File: src/rtl/bram_byte_reader_pkg.sv
// -----------------------------------------------------------------------------
// zynq_system package
// Shared definitions for the BRAM byte reader: the controller state encoding,
// the number of byte lanes in a 32-bit BRAM word, and a lane-select helper.
// -----------------------------------------------------------------------------
package zynq_system;

  // Controller states of the BRAM byte reader.
  typedef enum logic [2:0] {
    ST_IDLE = 3'd0,
    ST_READ = 3'd1,
    ST_WAIT = 3'd2,
    ST_EMIT = 3'd3,
    ST_DONE = 3'd4
  } rd_state_t;

  // Byte lanes per 32-bit BRAM word.
  localparam int unsigned LANES_PER_WORD = 4;

  // Extract one byte from a 32-bit word, lane 0 being the least significant.
  function automatic logic [7:0] select_lane(input logic [31:0] word,
                                             input logic [1:0]  lane);
    logic [7:0] byte_v;
    case (lane)
      2'd0:    byte_v = word[7:0];
      2'd1:    byte_v = word[15:8];
      2'd2:    byte_v = word[23:16];
      2'd3:    byte_v = word[31:24];
      default: byte_v = 8'h00;
    endcase
    return byte_v;
  endfunction

endpackage

File: src/rtl/bram_byte_reader.sv
// -----------------------------------------------------------------------------
// bram_byte_reader
// Reads a burst of 32-bit words from a BRAM port (one-cycle read latency) and
// streams them out as bytes, little-endian, over a valid/ready interface.
// Each byte carries its full byte address (word address plus lane).
//
// Ports
//   clk, rst_n           : clock, asynchronous active-low reset
//   start                : single-cycle burst request (ignored unless idle)
//   start_waddr          : first word address of the burst
//   word_cnt             : number of words; zero completes immediately
//   busy                 : burst in progress
//   done                 : one-cycle completion pulse
//   bram_en, bram_addr   : BRAM read enable and word address
//   bram_dout            : BRAM read data, valid the cycle after bram_en
//   out_valid, out_ready : byte stream handshake
//   out_data, out_baddr  : byte value and its byte address
// -----------------------------------------------------------------------------
module bram_byte_reader
  import zynq_system::*;
#(
  parameter int ADDR_WIDTH = 15,
  parameter int CNT_WIDTH  = 13
) (
  input  logic                  clk,
  input  logic                  rst_n,
  input  logic                  start,
  input  logic [ADDR_WIDTH-3:0] start_waddr,
  input  logic [CNT_WIDTH-1:0]  word_cnt,
  output logic                  busy,
  output logic                  done,
  output logic                  bram_en,
  output logic [ADDR_WIDTH-3:0] bram_addr,
  input  logic [31:0]           bram_dout,
  output logic                  out_valid,
  input  logic                  out_ready,
  output logic [7:0]            out_data,
  output logic [ADDR_WIDTH-1:0] out_baddr
);

  localparam int WW = ADDR_WIDTH - 2;

  localparam logic [WW-1:0]        WADDR_ONE = {{(WW-1){1'b0}}, 1'b1};
  localparam logic [CNT_WIDTH-1:0] CNT_ZERO  = {CNT_WIDTH{1'b0}};
  localparam logic [CNT_WIDTH-1:0] CNT_ONE   = {{(CNT_WIDTH-1){1'b0}}, 1'b1};
  localparam logic [1:0]           LAST_LANE = 2'(LANES_PER_WORD - 1);

  rd_state_t             state_r;
  logic [WW-1:0]         waddr_r;
  logic [CNT_WIDTH-1:0]  rem_r;
  logic [31:0]           holding_r;
  logic [1:0]            lane_r;
  logic                  busy_r;
  logic                  done_r;
  logic                  bram_en_r;
  logic [WW-1:0]         bram_addr_r;
  logic                  out_valid_r;
  logic [7:0]            out_data_r;
  logic [ADDR_WIDTH-1:0] out_baddr_r;

  logic [1:0]            lane_nxt_s;
  logic [WW-1:0]         waddr_nxt_s;

  assign lane_nxt_s  = lane_r + 2'd1;
  // Word address wraps naturally at the width of the register.
  assign waddr_nxt_s = waddr_r + WADDR_ONE;

  // Burst controller: state, counters, holding register and all outputs.
  always_ff @(posedge clk or negedge rst_n) begin
    if (!rst_n) begin
      state_r     <= ST_IDLE;
      waddr_r     <= {WW{1'b0}};
      rem_r       <= CNT_ZERO;
      holding_r   <= 32'h0000_0000;
      lane_r      <= 2'd0;
      busy_r      <= 1'b0;
      done_r      <= 1'b0;
      bram_en_r   <= 1'b0;
      bram_addr_r <= {WW{1'b0}};
      out_valid_r <= 1'b0;
      out_data_r  <= 8'h00;
      out_baddr_r <= {ADDR_WIDTH{1'b0}};
    end else begin
      case (state_r)
        ST_IDLE: begin
          done_r    <= 1'b0;
          bram_en_r <= 1'b0;
          if (start) begin
            waddr_r <= start_waddr;
            rem_r   <= word_cnt;
            if (word_cnt == CNT_ZERO) begin
              // Empty burst: report completion without touching the BRAM.
              state_r <= ST_DONE;
              done_r  <= 1'b1;
              busy_r  <= 1'b0;
            end else begin
              state_r     <= ST_READ;
              busy_r      <= 1'b1;
              bram_en_r   <= 1'b1;
              bram_addr_r <= start_waddr;
            end
          end
        end

        ST_READ: begin
          // The enable was raised on entry; this is its only cycle.
          bram_en_r <= 1'b0;
          state_r   <= ST_WAIT;
        end

        ST_WAIT: begin
          // Read data is valid now; present lane 0 straight away.
          holding_r   <= bram_dout;
          lane_r      <= 2'd0;
          out_valid_r <= 1'b1;
          out_data_r  <= select_lane(bram_dout, 2'd0);
          out_baddr_r <= {waddr_r, 2'd0};
          state_r     <= ST_EMIT;
        end

        ST_EMIT: begin
          if (out_valid_r && out_ready) begin
            if (lane_r == LAST_LANE) begin
              out_valid_r <= 1'b0;
              rem_r       <= rem_r - CNT_ONE;
              waddr_r     <= waddr_nxt_s;
              if (rem_r > CNT_ONE) begin
                state_r     <= ST_READ;
                bram_en_r   <= 1'b1;
                bram_addr_r <= waddr_nxt_s;
              end else begin
                state_r <= ST_DONE;
                done_r  <= 1'b1;
                busy_r  <= 1'b0;
              end
            end else begin
              lane_r      <= lane_nxt_s;
              out_data_r  <= select_lane(holding_r, lane_nxt_s);
              out_baddr_r <= {waddr_r, lane_nxt_s};
            end
          end
        end

        ST_DONE: begin
          done_r  <= 1'b0;
          state_r <= ST_IDLE;
        end

        default: begin
          state_r     <= ST_IDLE;
          busy_r      <= 1'b0;
          done_r      <= 1'b0;
          bram_en_r   <= 1'b0;
          out_valid_r <= 1'b0;
        end
      endcase
    end
  end

  assign busy      = busy_r;
  assign done      = done_r;
  assign bram_en   = bram_en_r;
  assign bram_addr = bram_addr_r;
  assign out_valid = out_valid_r;
  assign out_data  = out_data_r;
  assign out_baddr = out_baddr_r;

endmodule

File: config.mk
export PLATFORM = sky130hd
export DESIGN_NAME = bram_byte_reader
export DESIGN_NICKNAME = d
export VERILOG_FILES = /design/src/rtl/bram_byte_reader_pkg.sv /design/src/rtl/bram_byte_reader.sv
export SDC_FILE = /design/constraint.sdc
export NUM_CORES = 1
export LEC_CHECK = 0
export BUFFER_PORTS_ARGS = -buffer_cell sky130_fd_sc_hd__buf_2
export CAP_MARGIN = 0
export CORE_MARGIN = 8
export CORE_UTILIZATION = 50
export CTS_CLUSTER_DIAMETER = 30
export DETAILED_ROUTE_END_ITERATION = 7
export PLACE_DENSITY = 0.74
export SYNTH_ARGS = -nofsm -noshare
export SYNTH_HDL_FRONTEND = slang
export SYNTH_SLANG_ARGS = --single-unit
export TNS_END_PERCENT = 100
File: constraint.sdc
create_clock -name clk -period 2.85 [get_ports clk]
set_input_delay 0.57 -clock clk [delete_from_list [all_inputs] [get_ports clk]]
set_output_delay 0.57 -clock clk [all_outputs]
set_load 0.02 [all_outputs]
Yosys cells after proc, flatten, opt, wreduce, memory -nomap -nowiden --
Index checks and enable logic that the tools add are counted.
Storage, ports and cells: output and inout port bits 40, register bits 103, bits of input ports 62, logic and storage cells 103
Cells by class: multiplexer cells 50, reductions and logical operators 18, eq/ne operators 15, bitwise logic cells 4, add/sub/neg operators 3, magnitude comparators 1
Operators with widths (count):
- $mux 13 | 11
- $pmux 13 s2 | 3
- $pmux 8 s4 | 1
- $mux 15 | 2
- $pmux 15 s2 | 1
- $mux 1 | 16
- $mux 8 | 2
- $pmux 8 s2 | 1
- $mux 3 | 5
- $ne 2x2->1 const B | 7
- $add 13x1->13 const B | 1
- $gt 13x1->1 const B | 1
- $logic_not 13->1 | 1
- $sub 13x1->13 const B | 1
- $pmux 1 s3 | 4
- $pmux 3 s4 | 1
- $reduce_and 4->1 | 3
- $reduce_and 3->1 | 3
- $eq 2x2->1 const B | 3
- $eq 3x2->1 const B | 2
- $reduce_and 6->1 | 1
- $reduce_or 3->1 | 2
- $reduce_and 5->1 | 1
- $mux 2 | 2
- 11 further kinds | 16

Logic depth before layout (Yosys ltp) --
word-level depth 6, depth in mapped cells 8, mapped depth without buffers 6

Least setup slack after synthesis --
Ideal clock, no wire load.
path kind input to register, start point in start, end point reg bram_addr_r[10], in the netlist bram_addr[10], required time 2725 ps, stages 5, buffers on the path 1, library setup time 125 ps, arrival 1987 ps, slack 738 ps, cells stage by stage or3b_2 o22ai_2 o211a_4 buf_6 mux2_4
On the way: cells in the longest elaborated chain, start to end 2
Ends and longest elaborated chain:
- from (decl) | line bram_byte_reader.sv:27 | input logic start,
- $ne 2x2->1 (no line)
- $reduce_and 6->1 (no line)
- to (signal assigned) | line bram_byte_reader.sv:79 | bram_addr_r <= {WW{1'b0}};
- to (signal assigned) | line bram_byte_reader.sv:100 | bram_addr_r <= start_waddr;
- to (signal assigned) | line bram_byte_reader.sv:130 | bram_addr_r <= waddr_nxt_s;
- to (decl) | line bram_byte_reader.sv:56 | logic [WW-1:0] bram_addr_r;
No other way between the ends. A chain may end at the register's enable or synchronous reset.

Worst setup path after layout --
start point reg state_r[0], end point reg bram_addr_r[12], in the netlist bram_addr[12]
On the way: cells in the longest elaborated chain, start to end 3, elaborated cells between the ends (all ways) 10, those cells by class eq/ne (6); mux (1); reduce/logical (3)
Ends and longest elaborated chain:
- from (decl) | line bram_byte_reader.sv:48 | rd_state_t state_r;
- from (signal assigned) | line bram_byte_reader.sv:71 | state_r <= ST_IDLE;
- from (signal assigned) | line bram_byte_reader.sv:93 | state_r <= ST_DONE;
- from (signal assigned) | line bram_byte_reader.sv:97 | state_r <= ST_READ;
- $eq 3x2->1 / $logic_not 3->1 (equally long branches) | line bram_byte_reader.sv:84 | case (state_r)
- $ne 2x2->1 (no line) / $reduce_bool 2->1 (equally long branches)
- $reduce_and 6->1 (no line)
Parallel ways exist; a longest one is shown, timed or not.

==> flow_summary.json <==
{
  "initial_core_util_pct": 51.0,
  "track_usage_pct": 18.1,
  "nFillCells": 783,
  "cp-start-kind": "register",
  "cts-root-buf": "clkbuf_8",
  "ir_worst_vdd_mv": 0.570,
  "synth-main-ff-cell": "dfrtp_1",
  "drtPass1Iterations": 5,
  "hold_viol_final": 0,
  "p_leak_nw": 2.47,
  "dr.max_layer_used": "met4",
  "synth_top_area_share_pct": 49.8,
  "post_cts_resize_count": 0,
  "max_freq_ghz": 0.473,
  "cts.sinks": 93,
  "cp_max_fo": 13,
  "wl_per_cell_um": 17.5,
  "cp.arrival_ns": 2.35,
  "synth_top_area_cell": "dfrtp_1",
  "yosysWarnings": 0,
  "yosysMostFrequentCell": "dfrtp_1",
  "core_um2": 9150,
  "place_ws_ns": 0.643,
  "clock_skew_ns": 0.0170,
  "grt_max_degree": 49,
  "die_w_um": 113,
  "drive_gt1_share_pct": 36.2,
  "layout_setup_ws_ns": 0.737,
  "die-area_um2": 12700,
  "status": "complete, no violations",
  "relSlewSlack_pct": 50.6,
  "place_congestion": 0.830,
  "maxSlewViolCount": 0,
  "numCtsBuffers": 9,
  "cp.required_ns": 3.09,
  "initialDrtViolationCount": 203,
  "synthCells": 443,
  "met2WireLength_mm": 5.27,
  "grt_pass1_wl_mm": 18.9,
  "post-cts-setup-buffers": 0,
  "synthesis.nets": 512,
  "synthDistinctLibCells": 50,
  "rsz0062_at_grt": "no",
  "ys_ff_latch": 93,
  "clock_path_buffers": 2,
  "drc": 0,
  "io_buffers": 101,
  "pwr_density_cell_nw_per_um2": 1070,
  "antenna_found_initial": 0,
  "hpwl_mm": 8.18,
  "fin_crit_sh_pct": 74.1,
  "postSynth.asyncResetShare_pct": 100,
  "cp-end-kind": "register",
  "clk_latency_ns": 0.36,
  "synth_area_um2": 4670,
  "syn_avg_cell_area_um2": 10.5,
  "drt_wl_total_mm": 11.4,
  "h-tree-depth": 3,
  "fin_crit_ns": 2.11,
  "viasPerCell": 5.77,
  "met3WireLength_um": 935,
  "tightest_slew_ns": 0.741,
  "dieHeight_um": 113,
  "critPathKind": "reg -> reg",
  "multi_input_area_um2": 2190,
  "vias": 3753,
  "io_pins": 102,
  "final_nets": 603,
  "hold_class": "in -> async",
  "grt-ovfl-total": 0,
  "setup_viol": 0,
  "cts-hold-fix-buffers": 0,
  "synth_edf_count": 0,
  "tns_ns": 0,
  "grt_pass1_vias": 3858,
  "area_growth_pct": 17.8,
  "clk_pin_slew_ns": 0.09,
  "row_count": 35,
  "antennaDiodeCount": 0,
  "m1WireLength_mm": 4.97,
  "ys_seq_area_share_pct": 49.8,
  "regArea_um2": 2330,
  "drv_cap": 0,
  "cts_tree": "done",
  "synthTopCellsByCount": "dfrtp_1, mux2_2, a21oi_1, nor2_1, o21ai_0",
  "postRouteAntennaNets": 0,
  "synthTopCellsByArea": "dfrtp_1, mux2_2, a21oi_1, nor2_1, mux2_4"
}
logic make-up after synthesis:
| family | share of synthesized area [%] |
|---|---|
| mux | 14.9 |
| compound gates | 15.3 |
| buf+inv | 3.43 |
| xor+xnor | 2.06 |
| fa+ha+maj | 1.88 |
| flops | 49.8 |
| simple gates | 12.6 |
sequential cells by signal (all words and copies together), names as in the netlist, 3 cells and up:
signal and count:
holding_r 24, out_baddr 14, waddr_r 13, state_r 3, rem_r 13, bram_addr 13
out_data 8
routing by layer:
| metal | global-route usage [%] | vias up |
|---|---|---|
| met3 | 5.42 | 17 |
| li1 | - | 1792 |
| met1 | 23.1 | 1808 |
| met5 | 0 | - |
| met2 | 28.5 | 136 |
| met4 | 6.65 | 0 |
worst paths after layout:
| path | startpoint | to | slack (ns) | cells past startpoint |
|---|---|---|---|---|
| max in group asynchronous | rst_n | out_data[5] | 1.93 | 2 |
| hold reg to reg | out_baddr[14] | out_baddr[14] | 0.51 | 1 |
| min in group clk | bram_dout[9] | holding_r[9] | 0.44 | 2 |
| setup reg to reg | state_r[0] | bram_addr[12] | 0.74 | 4 |
| setup / recovery | state_r[0] | bram_addr[12] | 0.74 | 4 |
| hold / removal | rst_n | rem_r[3] | 0.21 | 1 |
where the power goes:
part	leakage, nW	switching (mW)	internal (mW)	total (mW)
Combinational	1.24	1.36	1.17	2.53
Clock	0.0991	0.478	0.436	0.914
Sequential	1.13	0.525	1.94	2.46
Total	2.47	2.37	3.54	5.91
cell usage in the layout, fill, tap and decap left out, types with 2 or more instances in the layout:
master	n
buf_2	100
a222oi_1	8
clkinvlp_4	2
o22ai_1	3
xnor2_1	9
o21ai_0	27
nor4_1	3
a21oi_1	41
nor2_2	2
nor2_1	40
a22o_1	3
nand3b_1	3
a21boi_0	2
or4_1	2
nor3_1	21
or3_1	2
ha_1	7
buf_12	2
xor2_1	2
o21a_1	2
inv_1	9
mux2_4	9
o31a_1	3
nand3_1	9
nand2b_1	2
buf_4	8
clkinv_4	2
and3_1	2
nand4_1	3
o2bb2ai_1	3
nand2_1	25
a22oi_1	8
clkbuf_8	10
dfrtp_1	93
mux2_2	49
a211oi_1	3
cell type report:
class	count	area share (%)
Clock inverter	6	1.30
Inverter	9	0.614
Timing Repair Buffer	110	10.9
Sequential cell	93	42.3
Tap cell	111	2.52
Clock buffer	10	2.50
Multi-Input combinational cell	311	39.8
critical path, stage by stage (launching register included):
cell and delay, ns:
dfrtp_1 0.54, or3b_2 0.56, o22ai_2 0.17, o211a_4 0.35
mux2_2 0.37
metrics by stage:
| stage | total power, mW | std cells | utilization, % | hold WS (ns) | cell area [um^2] |
|---|---|---|---|---|---|
| floorplan | 4.20 | 443 | - | 0.274 | 4670 |
| global placement | 4.92 | 634 | 57.8 | 0.487 | 5290 |
| detailed placement | 5.02 | 634 | 57.8 | 0.491 | 5290 |
| CTS | 5.94 | 650 | 60.1 | 0.234 | 5500 |
| global route | 6.32 | 650 | 60.1 | 0.254 | 5500 |
| finish | 5.91 | 650 | 60.1 | 0.210 | 5500 |
No activity file was read; power rests on OpenSTA's default activity.
